File: src/rtl/pll_dda_ctrl.sv
// PLL dynamic-delay-adjust controller: encodes a signed delay request onto the DDA pins and supervises relock.
// Build macro PLL_DDA_RAMP_EN: walk the applied code one step per relock toward the target.
module pll_dda_ctrl #(
  parameter int unsigned UNLOCK_WAIT  = 16,
  parameter int unsigned LOCK_TIMEOUT = 4096,
  parameter int unsigned SETTLE_CYC   = 8
) (
  input  logic       CLKI,
  input  logic       RSTN,
  input  logic       REQ,
  input  logic [4:0] TGT,
  output logic       ACK,
  output logic       ERR,
  output logic [1:0] ERR_CODE,
  output logic       BUSY,
  output logic [4:0] CUR,
  output logic       LOCKED,
  input  logic       LOCK,
  output logic       DDAMODE,
  output logic       DDAIZR,
  output logic       DDAILAG,
  output logic [2:0] DDAIDEL
);
  localparam int unsigned   CW       = 16;
  localparam int unsigned   SW       = 8;
  localparam logic [CW-1:0] UW_MAX   = CW'(UNLOCK_WAIT);
  localparam logic [CW-1:0] LT_TRIP  = CW'(LOCK_TIMEOUT - 32'd2);
  localparam logic [SW-1:0] SC_LAST  = SW'(SETTLE_CYC - 32'd1);
  localparam logic [1:0]    EC_NONE  = 2'b00;
  localparam logic [1:0]    EC_RANGE = 2'b01;
  localparam logic [1:0]    EC_TMO   = 2'b10;

  typedef enum logic [2:0] {
    S_IDLE, S_APPLY, S_WAIT_UNLOCK, S_WAIT_LOCK, S_SETTLE, S_RESP
  } state_t;

  state_t        r_state, w_state_nxt;
  logic          r_sync1, r_sync2;
  logic [CW-1:0] r_cnt;
  logic [SW-1:0] r_scnt;
  logic [4:0]    r_tgt, r_cur;
  logic [1:0]    r_pend, r_err_code;
  logic          r_mode, r_izr, r_ilag, r_ack, r_err, r_busy;
  logic [2:0]    r_idel;

  logic          w_tgt_oor, w_more, w_accept, w_cnt_clr, w_scnt_clr, w_code_ld;
  logic [1:0]    w_code_val;
  logic [4:0]    w_step, w_mag;

  assign w_tgt_oor = ($signed(TGT) > 5'sd8) || ($signed(TGT) < -5'sd8);

`ifdef PLL_DDA_RAMP_EN
  // First step after reset only switches to dynamic mode at the present code.
  always_comb begin
    w_step = r_cur;
    if (r_mode) begin
      if ($signed(r_tgt) > $signed(r_cur))      w_step = r_cur + 5'd1;
      else if ($signed(r_tgt) < $signed(r_cur)) w_step = r_cur - 5'd1;
    end
  end
  assign w_more = (r_cur != r_tgt);
`else
  assign w_step = r_tgt;
  assign w_more = 1'b0;
`endif

  assign w_mag = w_step[4] ? (~w_step + 5'd1) : w_step;

  always_comb begin
    w_state_nxt = r_state;
    w_accept    = 1'b0;
    w_cnt_clr   = 1'b0;
    w_scnt_clr  = 1'b0;
    w_code_ld   = 1'b0;
    w_code_val  = EC_NONE;
    unique case (r_state)
      S_IDLE: begin
        // Ignore REQ during the ACK cycle so a still-held request is not re-accepted.
        if (REQ && !r_ack) begin
          w_accept  = 1'b1;
          w_code_ld = 1'b1;
          if (w_tgt_oor) begin
            w_code_val  = EC_RANGE;
            w_state_nxt = S_RESP;
          end else if ((TGT == r_cur) && r_mode) begin
            w_state_nxt = S_RESP;
          end else begin
            w_cnt_clr   = 1'b1;
            w_state_nxt = S_APPLY;
          end
        end
      end
      S_APPLY: w_state_nxt = S_WAIT_UNLOCK;
      S_WAIT_UNLOCK: begin
        if (!r_sync2 || (r_cnt >= UW_MAX)) begin
          w_cnt_clr   = 1'b1;
          w_state_nxt = S_WAIT_LOCK;
        end
      end
      S_WAIT_LOCK: begin
        // Trip two early: one cycle for RESP, one for the registered ACK.
        if (r_sync2) begin
          w_scnt_clr  = 1'b1;
          w_state_nxt = S_SETTLE;
        end else if (r_cnt >= LT_TRIP) begin
          w_code_ld   = 1'b1;
          w_code_val  = EC_TMO;
          w_state_nxt = S_RESP;
        end
      end
      S_SETTLE: begin
        if (!r_sync2) begin
          w_state_nxt = S_WAIT_LOCK;
        end else if (r_scnt >= SC_LAST) begin
          if (w_more) begin
            w_cnt_clr   = 1'b1;
            w_state_nxt = S_APPLY;
          end else begin
            w_state_nxt = S_RESP;
          end
        end
      end
      S_RESP:  w_state_nxt = S_IDLE;
      default: w_state_nxt = S_IDLE;
    endcase
  end

  always_ff @(posedge CLKI or negedge RSTN) begin
    if (!RSTN) begin
      r_state <= S_IDLE;
      r_sync1 <= 1'b0;
      r_sync2 <= 1'b0;
      r_cnt   <= '0;
      r_scnt  <= '0;
      r_tgt   <= '0;
      r_pend  <= EC_NONE;
    end else begin
      r_state <= w_state_nxt;
      r_sync1 <= LOCK;
      r_sync2 <= r_sync1;
      if (w_cnt_clr)                r_cnt <= '0;
      else if (r_cnt != {CW{1'b1}}) r_cnt <= r_cnt + CW'(1);
      if (w_scnt_clr)                                                   r_scnt <= '0;
      else if ((r_state == S_SETTLE) && r_sync2 && (r_scnt != {SW{1'b1}})) r_scnt <= r_scnt + SW'(1);
      if (w_accept)  r_tgt  <= TGT;
      if (w_code_ld) r_pend <= w_code_val;
    end
  end

  // Handshake outputs; ACK and the error fields follow RESP by one cycle.
  always_ff @(posedge CLKI or negedge RSTN) begin
    if (!RSTN) begin
      r_ack      <= 1'b0;
      r_err      <= 1'b0;
      r_err_code <= EC_NONE;
      r_busy     <= 1'b0;
    end else begin
      r_ack      <= (r_state == S_RESP);
      r_err      <= (r_state == S_RESP) && (r_pend != EC_NONE);
      r_err_code <= (r_state == S_RESP) ? r_pend : EC_NONE;
      r_busy     <= (w_state_nxt != S_IDLE) || (r_state == S_RESP);
    end
  end

  always_ff @(posedge CLKI or negedge RSTN) begin
    if (!RSTN) begin
      r_cur  <= '0;
      r_mode <= 1'b0;
      r_izr  <= 1'b0;
      r_ilag <= 1'b0;
      r_idel <= '0;
    end else if (r_state == S_APPLY) begin
      r_cur  <= w_step;
      r_mode <= 1'b1;
      r_izr  <= (w_step == 5'd0);
      r_ilag <= w_step[4];
      r_idel <= (w_step == 5'd0) ? 3'd0 : 3'(w_mag - 5'd1);
    end
  end

  assign ACK      = r_ack;
  assign ERR      = r_err;
  assign ERR_CODE = r_err_code;
  assign BUSY     = r_busy;
  assign CUR      = r_cur;
  assign LOCKED   = r_sync2;
  assign DDAMODE  = r_mode;
  assign DDAIZR   = r_izr;
  assign DDAILAG  = r_ilag;
  assign DDAIDEL  = r_idel;
endmodule

File: config.mk
export PLATFORM = sky130hd
export DESIGN_NAME = pll_dda_ctrl
export DESIGN_NICKNAME = d
export VERILOG_FILES = /design/src/rtl/pll_dda_ctrl.sv
export SDC_FILE = /design/constraint.sdc
export NUM_CORES = 1
export LEC_CHECK = 0
export CORE_UTILIZATION = 35
export CTS_CLUSTER_DIAMETER = 150
export DETAILED_ROUTE_END_ITERATION = 16
export HOLD_SLACK_MARGIN = 0.1
export PLACE_DENSITY = 0.59
export SLEW_MARGIN = 15
export SYNTH_ARGS = -nofsm -noshare
export SYNTH_HDL_FRONTEND = slang
export SYNTH_SLANG_ARGS = --single-unit
File: constraint.sdc
create_clock -name CLKI -period 2.06 [get_ports CLKI]
set_input_delay 0.412 -clock CLKI [delete_from_list [all_inputs] [get_ports CLKI]]
set_output_delay 0.412 -clock CLKI [all_outputs]
set_load 0.02 [all_outputs]
==> impl_metrics.json, run 1 <==
{
  "status": "completed",
  "finalClockSkew_ns": 0.00960,
  "num_vias": 2218,
  "die_h_um": 90.2,
  "insertedDiodeCount": 0,
  "area_growth_pct": 24.0,
  "final_max_slew_viol_count": 0,
  "setup_ws_ns": 0.125,
  "final_nets": 333,
  "initial_core_util_pct": 36.9,
  "cp_max_fo": 13,
  "postRouteWirelength_um": 6010,
  "firstDrtPassIters": 4,
  "cp.arrival_ns": 2.12,
  "final_cell_mix": "dfrtp_1, nand2_1, buf_4",
  "ys.flop_type": "dfrtp_1",
  "cts_tree": "built",
  "die_x_um": 90.2,
  "cts_max_level": 2,
  "dp_slack_ns": -0.304,
  "hold_viol_final": 0,
  "track_usage_pct": 15.8,
  "synthCells": 275,
  "ant_nets": 0,
  "slew_headroom_pct": 61.8,
  "drtIter0Drc": 67,
  "crit_path_end_kind": "register",
  "p_total_mw": 3.52,
  "clock.fmax_mhz": 517,
  "grt_pass1_vias": 2106,
  "die-area_um2": 8130,
  "yosysSeqAreaShare_pct": 46.9,
  "drv_cap": 0,
  "overflow": 0,
  "period_needed_ns": 1.93,
  "power.leakage_nw": 1.40,
  "rows": 31,
  "postSynthAreaPerCell_um2": 9.89,
  "peakVddDrop_mv": 0.684,
  "antenna_found_initial": 0,
  "clk_transition_reported_paths_ns": 0.10,
  "syn-num-nets": 289,
  "r2r_setup_slack_ns": 0.20,
  "clock_latency_ns": 0.32,
  "yosys_warnings": 0,
  "core_um2": 7370,
  "cts_inserted_buffers": 5,
  "cts_root_buf": "clkbuf_8",
  "post_cts_buffers": 0,
  "critPathLaunchType": "input pin",
  "finalSetupViolCount": 0,
  "ioPinCount": 26,
  "worst_pin_slew_ns": 0.567,
  "async_flop_share_pct": 100,
  "whs_ns": 0.352,
  "clock_path_buffers": 2,
  "portBuffers": 25,
  "finalCritPeriodShare_pct": 93.9,
  "clock_sinks": 51,
  "cellPowerDensity_nw_per_um2": 1040,
  "ys_ff_latch": 51,
  "globalplace.congestion": 0.793,
  "required_ns": 2.24,
  "synth_edf_count": 0,
  "syn_area_um2": 2720,
  "drc_errors": 0,
  "layout_commonest_cell": "dfrtp_1",
  "hold_path_class": "register to register",
  "worstSetupPathType": "input pin to register",
  "fin_util_pct": 45.8,
  "drive_above_1_share_pct": 18.4,
  "grt_pass1_wl_um": 10200,
  "synth_cell_types": 58,
  "dp_hpwl_um": 4230,
  "vias_per_cell": 5.29,
  "rsz0062_at_grt": "no",
  "wire_per_inst_um": 14.3,
  "grt_max_degree": 23
}
==> kinds of logic after synthesis <==
kind of cell               Yosys count  share of synthesized area [%]
and+or+nand+nor                    118                           25.8
AOI/OAI and AO/OA                   58                           14.4
adders and majority gates            5                           2.30
DFF                                 51                           46.9
muxes                                9                           3.45
buffers and inverters               22                           3.27
xor gates and xnor gates            12                           3.86
==> layer usage <==
metal / wire (um) / global-route usage (%) / up-vias
met5: 0 / 0 / -
met4: 93 / 5.65 / 0
met2: 2770 / 24.4 / 32
met3: 213 / 3.64 / 5
met1: 2930 / 21.6 / 1082
li1: - / - / 1099
==> per-stage QoR <==
stage | cells | cell area [um2] | setup TNS [ns]
floorplan | 275 | 2720 | 0
global placement | 410 | 3240 | -1.27
detailed placement | 410 | 3240 | -1.45
CTS | 419 | 3350 | 0
global route | 419 | 3370 | 0
finish | 419 | 3370 | 0
==> cell type report <==
class                      count  area (um2)
inverter                       7        26.3
multi-input combinational    202        1390
timing repair buffer          52         463
fill                         743        4000
clock inverter                 2        16.3
clock buffer                   6        82.6
sequential                    51        1280
tap                           99         124
==> where the power goes <==
part	total (mW)	internal [mW]	switching [mW]	leakage, nW
sequential	1.51	1.24	0.270	0.665
combinational	1.38	0.665	0.715	0.683
clock	0.629	0.275	0.354	0.0474
==> path summary, 6_finish.rpt <==
| kind | to | cells after the start | start |
|---|---|---|---|
| max | r_cnt[0] | 6 | TGT[3] |
| min | LOCKED | 0 | r_sync1 |
| max reg2reg | r_cnt[5] | 6 | r_cnt[0] |
| min reg2reg | LOCKED | 0 | r_sync1 |
| max in group asynchronous | r_pend[1] | 3 | RSTN |
| min in group asynchronous | DDAIDEL[2] | 2 | RSTN |
==> flip-flops by register name, summed over array words and instances (netlist names), 2 cells and up <==
name / flops
ERR_CODE: 2
r_state: 3
CUR: 5
r_pend: 2
r_cnt: 16
r_tgt: 5
DDAIDEL: 3
r_scnt: 8
==> worst max-delay path, stage by stage <==
cell	delay [ns]
clkdlybuf4s50_1	0.45
xor2_1	0.17
nor4_1	0.35
a21oi_1	0.11
buf_4	0.21
a2111oi_0	0.42
==> cells in the mapped netlist, types with 4 or more instances <==
cell | number | area [um2]
a2111oi_0 | 4 | 35.0
a221oi_1 | 6 | 52.6
and2_1 | 6 | 37.5
nand4_1 | 5 | 31.3
nand3_1 | 10 | 50.1
clkbuf_1 | 12 | 45.0
o31ai_1 | 4 | 30.0
a211oi_1 | 5 | 37.5
inv_1 | 7 | 26.3
mux2i_1 | 6 | 60.1
dfrtp_1 | 51 | 1280
nand2b_1 | 6 | 37.5
a21oi_1 | 9 | 45.0
nand2_1 | 30 | 113
o21ai_0 | 19 | 95.1
nor4_1 | 6 | 37.5
nor2_1 | 13 | 48.8
nor3_1 | 6 | 30.0
ha_1 | 5 | 62.6
xor2_1 | 9 | 78.8
==> timing repair <==
item,in CTS,in global routing
hold buffers,1,0
setup endpoints to repair,0,5
gates resized for setup,0,6
endpoints found under the hold margin,19,0
Note: power is estimated with default switching activity, not from simulation.
==> inputs of run 2 (changes only) <==
--- a/config.mk
+++ b/config.mk
@@ -5,6 +5,8 @@
 export SDC_FILE = /design/constraint.sdc
 export NUM_CORES = 1
 export LEC_CHECK = 0
+export CAP_MARGIN = 0
+export CORE_ASPECT_RATIO = 0.5
 export CORE_UTILIZATION = 35
 export CTS_CLUSTER_DIAMETER = 150
 export DETAILED_ROUTE_END_ITERATION = 16
==> run 2 against run 1 <==
- clock skew decreased by 0.0040 ns
- via count increased by 2.2%
- design area increased by 0.33%
- critical path depth decreased by 2
- largest power group unchanged
==> impl_metrics.json, run 2 (synthesis results as in run 1) <==
{
  "globalplace.congestion": 0.859,
  "wire_per_inst_um": 15.5,
  "die_x_um": 127,
  "cp.arrival_ns": 2.13,
  "critPathLaunchType": "register",
  "rsz0062_at_grt": "yes",
  "drive_above_1_share_pct": 16.9,
  "crit_path_end_kind": "register",
  "rows": 22,
  "cts_root_buf": "clkbuf_16",
  "final_max_slew_viol_count": 0,
  "clock.fmax_mhz": 519,
  "finalCritPeriodShare_pct": 93.5,
  "required_ns": 2.27,
  "dp_hpwl_um": 4460,
  "clk_transition_reported_paths_ns": 0.07,
  "largest_reg_flops": 16,
  "drc_errors": 0,
  "antenna_found_initial": 0,
  "layout_commonest_cell": "dfrtp_1",
  "drv_cap": 0,
  "hold_path_class": "register to register",
  "setup_ws_ns": 0.135,
  "hold_viol_final": 0,
  "fin_util_pct": 45.5,
  "drtIter0Drc": 140,
  "portBuffers": 25,
  "grt_pass1_vias": 2339,
  "cts_inserted_buffers": 5,
  "initial_core_util_pct": 36.6,
  "num_vias": 2266,
  "dp_slack_ns": -0.300,
  "slew_headroom_pct": 59.2,
  "insertedDiodeCount": 0,
  "ioPinCount": 26,
  "die_h_um": 64.3,
  "grt_max_degree": 31,
  "overflow": 0,
  "place_area_um2": 3190,
  "track_usage_pct": 17.5,
  "final_cell_mix": "dfrtp_1, nand2_1, clkdlybuf4s50_1",
  "clock_latency_ns": 0.30,
  "grt_pass1_wl_um": 11200,
  "whs_ns": 0.357,
  "area_growth_pct": 24.4,
  "worstSetupPathType": "register to register",
  "finalNonFillerCells": 410,
  "power.leakage_nw": 1.39,
  "finalSetupViolCount": 0,
  "cp_max_fo": 8,
  "core_um2": 7430,
  "cts_max_level": 2,
  "period_needed_ns": 1.93,
  "place_inst": 401,
  "finalClockSkew_ns": 0.00564,
  "largestRegisters": "r_cnt (16), r_scnt (8)",
  "cellPowerDensity_nw_per_um2": 1130,
  "firstDrtPassIters": 4,
  "die-area_um2": 8150,
  "ant_nets": 0,
  "final_nets": 327,
  "vias_per_cell": 5.53,
  "peakVddDrop_mv": 0.657,
  "fin_area_um2": 3380,
  "clock_path_buffers": 2,
  "postRouteWirelength_um": 6370,
  "top_register": "r_cnt",
  "status": "completed",
  "worst_pin_slew_ns": 0.605,
  "cts_tree": "built",
  "clock_sinks": 51
}
## run 2: cell types whose count changed in the layout (fill, tap and decap cells not counted)
cell | before | now
buf_4 | 25 | 19
clkbuf_16 | 0 | 5
clkbuf_8 | 6 | 2
a2111oi_1 | 0 | 1
a2111oi_2 | 2 | 1
clkbuf_1 | 0 | 1
clkinv_4 | 1 | 0
clkinvlp_4 | 1 | 0
dfrtp_1 | 51 | 50
dfrtp_2 | 0 | 1
nor4_1 | 5 | 4
nor4_2 | 2 | 3
## run 2: per-layer routing
layer  vias up  GRT usage [%]  wire [um]
met4         0           6.40         84
met5         -              0          0
met3         9           4.10        254
met2        46           26.8       2810
met1      1124           24.0       3220
li1       1087              -          -
## run 2: report_power, final
group / total, mW / internal [mW] / switching [mW] / leakage (nW)
registers: 1.52 / 1.25 / 0.269 / 0.664
clock network: 0.885 / 0.518 / 0.367 / 0.0772
logic: 1.41 / 0.672 / 0.739 / 0.648
## run 2: what timing repair did
action,in CTS,in global routing
gates resized for setup,0,7
buffers inserted,0,0
endpoints found under the hold margin,17,0
hold buffers,1,0
setup endpoints to repair,0,7
## run 2: worst max-delay path: stages (launching register included)
cell and delay (ns):
dfrtp_1 0.47, nand4_4 0.21, or3_4 0.44, or4_4 0.49
a221oi_2 0.23
## run 2: layout make-up
type | instances | area [um2]
fillers | 728 | 4050
multi-input cells | 202 | 1390
flip-flops and latches | 51 | 1280
repair buffers | 46 | 418
clock buffers | 8 | 156
well taps | 96 | 120
inverters | 7 | 26.3
## run 2: through the flow
stage / TNS [ns] / total power [mW]
3_3_place_gp: -0.841 / 2.86
3_5_place_dp: -1.98 / 2.92
5_1_grt: -0.000287 / 4.06
6_report: 0 / 3.81
4_1_cts: 0 / 3.82
2_1_floorplan: 0 / 2.38
## run 2: final timing paths
check / start / endpoint / slack, ns / cells past startpoint
max: r_cnt[6] / r_cnt[15] / 0.13 / 4
max reg2reg: r_cnt[6] / r_cnt[15] / 0.13 / 4
min reg2reg: r_sync1 / LOCKED / 0.36 / 0
min: r_sync1 / LOCKED / 0.36 / 0
max in group asynchronous: RSTN / r_scnt[7] / 0.86 / 3
min in group asynchronous: RSTN / r_cnt[10] / 0.60 / 2
==> inputs of run 3 (changes only) <==
--- a/config.mk
+++ b/config.mk
@@ -6,12 +6,14 @@
 export NUM_CORES = 1
 export LEC_CHECK = 0
 export CAP_MARGIN = 0
+export CELL_PAD_IN_SITES_DETAIL_PLACEMENT = 0
+export CELL_PAD_IN_SITES_GLOBAL_PLACEMENT = 1
 export CORE_ASPECT_RATIO = 0.5
 export CORE_UTILIZATION = 35
 export CTS_CLUSTER_DIAMETER = 150
 export DETAILED_ROUTE_END_ITERATION = 16
 export HOLD_SLACK_MARGIN = 0.1
-export PLACE_DENSITY = 0.59
+export PLACE_DENSITY = 0.71
 export SLEW_MARGIN = 15
 export SYNTH_ARGS = -nofsm -noshare
 export SYNTH_HDL_FRONTEND = slang
==> run 3 against run 2 <==
- global-route usage fell by 0.052 points
- maximum frequency decreased by 0.56%
- wire length about the same
- via count rose by 0.79%
- utilization grew 1.5 points
- sequential share of layout area decreased by 1.3 points
- clock-buffer cell count down 3
- die area unchanged
- non-clock buffer count up 13
- critical path depth rose by 1
==> impl_metrics.json, run 3 (synthesis results as in run 1) <==
{
  "final_nets": 340,
  "worstSetupPathType": "register to register",
  "period_needed_ns": 1.94,
  "die-area_um2": 8150,
  "area_growth_pct": 28.6,
  "gr-usage-met2_pct": 27.9,
  "cp_max_fo": 12,
  "timing.setup.tns_ns": 0,
  "whs_ns": 0.351,
  "peakVddDrop_mv": 0.602,
  "die_h_um": 64.3,
  "p_int_mw": 2.54,
  "seq_power_share_pct": 37.0,
  "firstDrtPassIters": 4,
  "place_inst": 414,
  "finalCritPeriodShare_pct": 94.0,
  "switching_share_pct": 35.7,
  "status": "completed",
  "worst_pin_slew_ns": 0.730,
  "finalClockSkew_ns": 0.00458,
  "num_vias": 2284,
  "clock.fmax_mhz": 516,
  "cellPowerDensity_nw_per_um2": 1130,
  "vias_per_cell": 5.40,
  "combPwrFrac_pct": 38.3,
  "crit_path_end_kind": "register",
  "globalplace.congestion": 0.809,
  "ant_nets": 0,
  "grt_max_degree": 31,
  "cts_root_buf": "clkbuf_16",
  "multi_input_area_um2": 1390,
  "rows": 22,
  "portBuffers": 25,
  "rsz0062_at_grt": "no",
  "wire_per_inst_um": 15.0,
  "grt_pass1_vias": 2308,
  "insertedDiodeCount": 0,
  "cp.arrival_ns": 2.09,
  "post_cts_buffers": 0,
  "postRouteWirelength_um": 6360,
  "cts_max_level": 2,
  "initial_core_util_pct": 36.6,
  "layout_commonest_cell": "dfrtp_1",
  "final_max_slew_viol_count": 0,
  "p_switching_mw": 1.41,
  "drive_above_1_share_pct": 19.6,
  "grt_pass1_wl_um": 11100,
  "hold_viol_final": 0,
  "grt.busiest_layer": "met2",
  "critPathLaunchType": "register",
  "overflow": 0,
  "antenna_found_initial": 0,
  "clock_sinks": 51,
  "fin_area_um2": 3500,
  "hold_path_class": "register to register",
  "place_area_um2": 3290,
  "clk_transition_reported_paths_ns": 0.07,
  "clock_latency_ns": 0.29,
  "finalNonFillerCells": 423,
  "core_um2": 7430,
  "grt_util_met3_pct": 3.85,
  "largest_reg_flops": 16,
  "nFillCells": 726,
  "dp_hpwl_um": 4660,
  "slew_headroom_pct": 51.3,
  "cts_tree": "built",
  "required_ns": 2.22,
  "drv_cap": 0,
  "largestRegisters": "r_cnt (16), r_scnt (8)",
  "finalSetupViolCount": 0,
  "p_total_mw": 3.94,
  "ioPinCount": 26,
  "top_register": "r_cnt",
  "final_cell_mix": "dfrtp_1, buf_4, nand2_1",
  "register_area_um2": 1280,
  "track_usage_pct": 17.4,
  "cts_inserted_buffers": 5,
  "gr-usage-met1_pct": 23.7,
  "drtIter0Drc": 190,
  "clock_path_buffers": 2,
  "drc_errors": 0,
  "power.leakage_nw": 1.47,
  "clockPowerShare_pct": 24.6,
  "die_x_um": 127
}
-- run 3: power by group through the flow --
stage	combinational [mW]	sequential, mW	clock (mW)
after floorplan	0.844	1.54	0
after global placement	1.46	1.47	0
after detailed placement	1.49	1.47	0
after CTS	1.51	1.46	0.995
after global routing	1.68	1.50	1.03
final	1.51	1.46	0.971
-- run 3: path summary, 6_finish.rpt --
kind	endpoint	depth (start not counted)	start	slack, ns
min in group asynchronous	r_cnt[5]	2	RSTN	0.61
worst max-delay path	r_cnt[11]	5	r_cnt[12]	0.12
worst min register to register	LOCKED	0	r_sync1	0.35
worst min-delay path	LOCKED	0	r_sync1	0.35
max in group asynchronous	CUR[4]	3	RSTN	0.84
worst max register to register	r_cnt[11]	5	r_cnt[12]	0.12
-- run 3: worst max-delay path: stages (launching register included) --
cell,delay (ns)
dfrtp_1,0.38
nor4_1,0.53
nand4_1,0.15
nor4bb_4,0.24
buf_4,0.18
a2111oi_0,0.31
-- run 3: repair_timing --
item / 4_1_cts / 5_1_grt
hold buffers: 1 / 0
resized for setup: 1 / 5
setup endpoints to repair: 6 / 3
pin swaps: 0 / 0
hold endpoints to repair: 18 / 0
-- run 3: cell type report --
type                            count  share of cell area (%)
Clock buffer                        5                    3.58
Clock inverter                      3                    1.36
Inverter                            7                   0.751
Multi-Input combinational cell    202                    39.6
Sequential cell                    51                    36.5
Tap cell                           96                    3.43
Timing Repair Buffer               59                    14.7
-- run 3: metrics by stage --
step                      util, %  setup slack [ns]
after floorplan                 -             0.245
after global routing         47.1            0.0351
after CTS                    46.8            0.0948
after global placement       44.3            -0.150
final                        47.1             0.124
after detailed placement     44.3            -0.235
-- run 3: layer usage --
layer  wire (um)  vias to the layer above
met1        3210                     1115
met3         252                        7
met2        2830                       45
met4          70                        0
met5           0                        -
li1            -                     1117
